[src/rtl/prog_mem.sv]
// rtl/prog_mem.sv - program memory with boot-time clear, bus MAR/read/write and direct programming port
// Three-state controller: BOOT clears every word, RUN serves the shared bus, PROG accepts direct writes.
module prog_mem #(
    parameter int DATA_W = 8,
    parameter int ADDR_W = 4
) (
    input  logic              clk,
    input  logic              clr_n,
    input  logic              lm_n,
    input  logic              ce_n,
    input  logic              we_n,
    input  logic [DATA_W-1:0] bus_in,
    output logic [DATA_W-1:0] bus_out,
    output logic              bus_oe,
    input  logic              prog_en,
    input  logic              prog_we,
    input  logic [ADDR_W-1:0] prog_addr,
    input  logic [DATA_W-1:0] prog_data,
    output logic              ready,
    output logic [ADDR_W-1:0] mar
);

    localparam int DEPTH = 1 << ADDR_W;

    typedef enum logic [1:0] {
        BOOT,
        RUN,
        PROG
    } state_t;

    state_t            state;
    state_t            state_nxt;
    logic [ADDR_W-1:0] cnt;
    logic [DATA_W-1:0] mem [DEPTH];

    logic              mem_we;
    logic [ADDR_W-1:0] mem_addr;
    logic [DATA_W-1:0] mem_wdata;

    always_ff @(posedge clk or negedge clr_n) begin
        if (!clr_n) begin
            state <= BOOT;
        end else begin
            state <= state_nxt;
        end
    end

    // cnt wraps back to zero on the last clear write, ready for the next boot
    always_ff @(posedge clk or negedge clr_n) begin
        if (!clr_n) begin
            cnt <= '0;
        end else if (state == BOOT) begin
            cnt <= cnt + 1'b1;
        end
    end

    always_ff @(posedge clk or negedge clr_n) begin
        if (!clr_n) begin
            mar <= '0;
        end else if (state == RUN && !lm_n) begin
            mar <= bus_in[ADDR_W-1:0];
        end
    end

    always_comb begin
        state_nxt = state;
        mem_we    = 1'b0;
        mem_addr  = mar;
        mem_wdata = bus_in;
        case (state)
            BOOT: begin
                mem_we    = 1'b1;
                mem_addr  = cnt;
                mem_wdata = '0;
                if (&cnt) begin
                    state_nxt = RUN;
                end
            end
            RUN: begin
                mem_we = !we_n;
                if (prog_en) begin
                    state_nxt = PROG;
                end
            end
            PROG: begin
                // a strobe on the exit edge (prog_en already low) is dropped
                mem_we    = prog_we && prog_en;
                mem_addr  = prog_addr;
                mem_wdata = prog_data;
                if (!prog_en) begin
                    state_nxt = RUN;
                end
            end
            default: begin
                state_nxt = BOOT;
            end
        endcase
    end

    // clr_n gating keeps memory untouched by edges that arrive while reset is held
    always_ff @(posedge clk) begin
        if (mem_we && clr_n) begin
            mem[mem_addr] <= mem_wdata;
        end
    end

    assign ready   = (state == RUN);
    assign bus_oe  = ready && !ce_n;
    assign bus_out = bus_oe ? mem[mar] : '0;

endmodule

[config.mk]
export PLATFORM = sky130hd
export DESIGN_NAME = prog_mem
export DESIGN_NICKNAME = d
export VERILOG_FILES = /design/src/rtl/prog_mem.sv
export SDC_FILE = /design/constraint.sdc
export NUM_CORES = 1
export LEC_CHECK = 0
export ABC_AREA = 1
export CAP_MARGIN = 25
export CORE_UTILIZATION = 55
export DETAILED_ROUTE_END_ITERATION = 7
export GPL_TIMING_DRIVEN = 0
export PLACE_DENSITY_LB_ADDON = 0.3
export SLEW_MARGIN = 20
export SYNTH_ARGS = -nofsm -noshare
export SYNTH_HDL_FRONTEND = slang
export SYNTH_SLANG_ARGS = --single-unit
[constraint.sdc]
create_clock -name clk -period 2.3 [get_ports clk]
set_clock_uncertainty 0.2 [all_clocks]
set_input_delay 0.46 -clock clk [delete_from_list [all_inputs] [get_ports clk]]
set_output_delay 0.46 -clock clk [all_outputs]
set_load 0.02 [all_outputs]
---- After elaboration in Yosys (flattened, before gate mapping) ----
Memory sizes are Yosys's and may differ from the RTL's.
Index checks and enable logic that the tools add are counted.
storage, ports and cells
  bits in registers ....................... 10
  bits in writable memories ............... 128
  bits of input ports ..................... 27
  output and inout port bits .............. 14
  word-level logic and storage cells ...... 30
  memories kept ........................... 1
operators by class
  add/sub/neg operators ................... 1
  eq/ne operators ......................... 5
  mux-type cells .......................... 10
  reduce and logical (&&, ||, !) cells .... 10
memories
  name  words  bits a word  read ports  clocked after Yosys merged registers in  write ports  RTL line  text
  mem   16     8            1           0                                        1            34        logic [DATA_W-1:0] mem [DEPTH];
operators by type and width
  cell                 number
  $pmux 8 s2           1
  $mux 8               1
  $pmux 4 s2           1
  $mux 2               3
  $pmux 2 s3           1
  $add 4x1->4 const B  1
  $logic_and 1x1->1    4
  $ne 2x2->1 const B   2
  $reduce_and 4->1     1
  $logic_not 1->1      3
  $pmux 1 s3           1
  $reduce_and 3->1     1
  $eq 2x1->1 const B   1
  $eq 2x2->1 const B   1
  $logic_not 2->1      1
  $mux 1               2
  $ne 2x1->1 const B   1

---- Depth between registers and ports, before layout ----
  depth in word-level cells ............... 5
  mapped depth ............................ 9
  mapped depth without buffers ............ 8

---- Worst setup path after synthesis ----
OpenSTA, ideal clock, no wires.
  path kind ............................... reg-to-output
  start ................................... register state[1]
  end ..................................... output bus_out[0]
  arrival time ............................ 1.672 ns
  required time ........................... 1.640 ns
  slack ................................... -0.032 ns
  cell stages (with the launch flop) ...... 6
  path buffers ............................ 0
  path through ............................ dfrtp_1 nor2_2 inv_2 nor2_1 inv_1 a21oi_1
on the way
  longest elaborated chain between the ends .. 3
RTL lines
  item                    RTL line  text
  start, declared         31        state_t state;
  start signal, assigned  44        state <= state_nxt;
  $eq 2x1->1              107       assign ready = (state == RUN);
  net ready               19        output logic ready,
  $logic_and 1x1->1       108       assign bus_oe = ready && !ce_n;
  net bus_oe              14        output logic bus_oe,
  $mux 8                  109       assign bus_out = bus_oe ? mem[mar] : '0;
  end, declared           13        output logic [DATA_W-1:0] bus_out,
The timed path passes the listed nets, and every way through them passes these cells.

---- Worst setup path after layout ----
  start ................................... register mar[0]
  end ..................................... output bus_out[2]
on the way
  longest elaborated chain between the ends .. 2
RTL lines
  item                    RTL line  text
  start, declared         20        output logic [ADDR_W-1:0] mar
  start signal, assigned  61        mar <= bus_in[ADDR_W-1:0];
  $mem_v2 16x8            --
  $mux 8                  109
Every way passes these cells.

==> summary.txt <==
STA
  • Endpoints failing setup: 8
  • Final Hold Vio Count: 0
  • Final Worst Setup Slack: -478 ps
  • Hold Worst Slack: around 300 ps
  • Slew margin rel.: 41.4%
  • Max Slew Vio Count: 0
  • Final worst path period share: 121%
  • Crit path time final: 2780 ps
  • Final setup TNS: -3410 ps
  • F_max: 0.360 GHz
  • Worst Tran Pin Value: around 900 ps
  • RSZ-0062 raised after global routing: yes

Place
  • Final HPWL DP: 10.8 mm
  • Placement Cell Area: ~6800 µm²
  • IO buf count: 40
  • # placed instances: 793
  • GP Congestion: 0.920

Power and ir drop
  • Combinational share of power: 45.6%
  • Pwr Density: roughly 1400 nW/µm²
  • Lkg Pwr: about 3.4 nW
  • Switch Pwr: 4.72 mW
  • Int Power: a little under 7 mW
  • Seq pwr share: between 30% and 40%
  • VDD IR max: roughly 1 mV
  • Switching Share: 40.7%
  • Clk pwr share: 23.0%

Yosys
  • Net count of the mapped netlist: 638
  • Post-Syn Area: roughly 6200 µm²
  • Unique cell type count in the Yosys netlist: 29
  • Syn Area/Cell: 10.2 µm²
  • Synth async-reset ratio: 7.25%
  • EDFF count, synth: between 100 and 150
  • Synth Instances: 610
  • Register area share after synthesis: 66.1%
  • Dominant synthesized flop cell: edfxtp_1
  • Seq cells post-synth: 138
  • Ys Warns: 0

Global routing
  • Initial antenna violation count: 0
  • Total track usage: a little under a third
  • Number of global-route vias before repair: 4546
  • Largest net degree at the start of global routing: 17
  • Global-route wire length before repair: roughly 25 mm
  • Gr ovfl total: 0

Critical path
  • WS Path Type: reg2out
  • Largest fanout on the critical path: 7
  • Worst setup EP type: output port
  • Startpoint type of the worst setup path: register
  • Worst EP arrival: around 2100 ps
  • WP data required: between 1500 and 2000 ps

Clock network
  • CTS tree: yes
  • Bufs on Longest Clock Path: 2
  • Worst-path clk slew: 60 ps
  • Root Driver: clkbuf_8
  • Worst skew pair latency: 540 ps
  • Clock Sinks: 138
  • TritonCTS Buffers: 17
  • H-Tree Depth: 4

Outcome
  • Outcome: finished, violations left
  • Failing checks: setup timing

Floorplan
  • Die H: about 110 µm
  • Die ar.: 11700 µm²
  • Starting Density: a little under three fifths
  • FP Rows: 38
  • Core box area: 10900 µm²
  • I/O pin cnt: slightly above 40
  • Die Wd: ~110 µm

Finish
  • Layout area overhead: 31.8%
  • # nets final: 715
  • Cell Count, Final, Fillers Out: 840
  • Ant diodes: 0
  • Final Cell Area: 8170 µm²
  • Share of cells above drive strength 1: 28.7%

Routing
  • Post-route ant nets: 0
  • Initial DRC count: 731
  • DR DRC count: 0
  • Routed WL: 17.7 mm
  • Pre-antenna DRT Iters: 5
  • DR vias/cell: between 5 and 6
  • Routed length per instance: 21.0 µm
  • DR vias: ~4.9k

Min path
  • Hold Path Class: in2reg

Run
  • Max cap viols: 0
flip-flops by register name, summed over array words and instances, names as in the netlist:
register,count
mar,4
state,2
cnt,4
mem,128
layout by cell type (no fill, tap or decap), types with 19 or more instances in the layout:
cell and count:
inv_1 72, nand2_1 185, buf_4 20, clkdlybuf4s50_1 28, buf_6 20, nand3_2 38
nand3_1 45, nor2_4 19, edfxtp_1 128, nand2_2 32
through the flow:
step / util, % / setup slack, ps / power (mW)
floorplan: - / -32.4 / 6.11
global placement: 62.2 / -1210 / 7.31
detailed placement: 62.6 / -882 / 7.47
CTS: 72.2 / -416 / 10.9
global route: 75.0 / -527 / 12.0
finish: 75.0 / -478 / 11.6
area by class of cell:
| type | instances | area (µm²) |
|---|---|---|
| Timing Repair Buffer | 58 | 632 |
| Sequential cell | 138 | 4090 |
| Inverter | 84 | 328 |
| Buffer | 28 | 285 |
| Clock inverter | 15 | 158 |
| Tap cell | 140 | 175 |
| Multi-Input combinational cell | 360 | 2080 |
| Fill cell | 668 | 2720 |
| Clock buffer | 17 | 414 |
worst max-delay path, cell delays in order, from the launching register on:
cell	delay (ps)
dfrtp_1	410
inv_2	120
buf_12	160
buf_16	130
nand2_1	50
nand2_1	80
nand2_1	80
nand3_1	110
nand3_1	100
a21oi_2	170
buf_4	160
worst paths after layout:
kind	start	to	slack, ps	cells past startpoint
min reg2reg	cnt[3]	cnt[3]	320	1
min in group asynchronous	clr_n	mar[1]	360	2
max reg2reg	mar[1]	mem[0][3]	50	5
max in group asynchronous	clr_n	cnt[2]	1210	2
max	mar[0]	bus_out[2]	-480	10
min	prog_en	state[1]	300	3
power by group through the flow:
stage	sequential (mW)	clock [mW]	combinational (mW)
after floorplan	3.67	0	2.44
after global placement	3.67	0	3.64
after detailed placement	3.67	0	3.80
after CTS	3.62	2.63	4.65
after global routing	3.68	2.75	5.55
final	3.64	2.66	5.29
cells in the mapped netlist, types with 2 or more instances:
library cell,n,area [µm²]
inv_2,9,33.8
buf_4,4,30.0
nand4_1,2,12.5
buf_6,2,22.5
a21oi_1,9,45.0
nor2_1,18,67.6
buf_2,17,85.1
nand3_1,82,410
edfxtp_1,128,3840
dfrtp_1,10,250
clkbuf_1,4,15.0
a22o_1,4,35.0
o21ai_0,6,30.0
nand3_2,2,20.0
inv_1,75,282
nand2_2,9,56.3
o21ai_1,5,25.0
nor2_4,2,22.5
nand2_1,211,792
xnor2_1,2,17.5
metal layers:
metal	track usage (%)	part of all wire, %
met2	49.3	48
met3	7.29	10
met5	0	0
met4	14.1	4.0
met1	40.0	38
what timing repair did:
item / in CTS / in global routing
gates resized for setup: 161 / 57
setup endpoints to repair: 138 / 82
pin swaps: 10 / 28
endpoints found under the hold margin: 10 / 0
hold buffers: 1 / 0
gates cloned: 2 / 1
buffers inserted: 8 / 3
cells by family (layout without fill, tap and decap cells):
logic type                 after synthesis  in the layout  share of synthesized area (%)
DFF                                    138            138                           66.1
adders and majority gates                1              1                          0.202
xor gates and xnor gates                 3              3                          0.424
buffers and inverters                  112            202                           7.61
AOI/OAI and AO/OA                       28             28                           3.19
and+or+nand+nor                        328            328                           22.5
No activity file was read; power rests on OpenSTA's default activity.
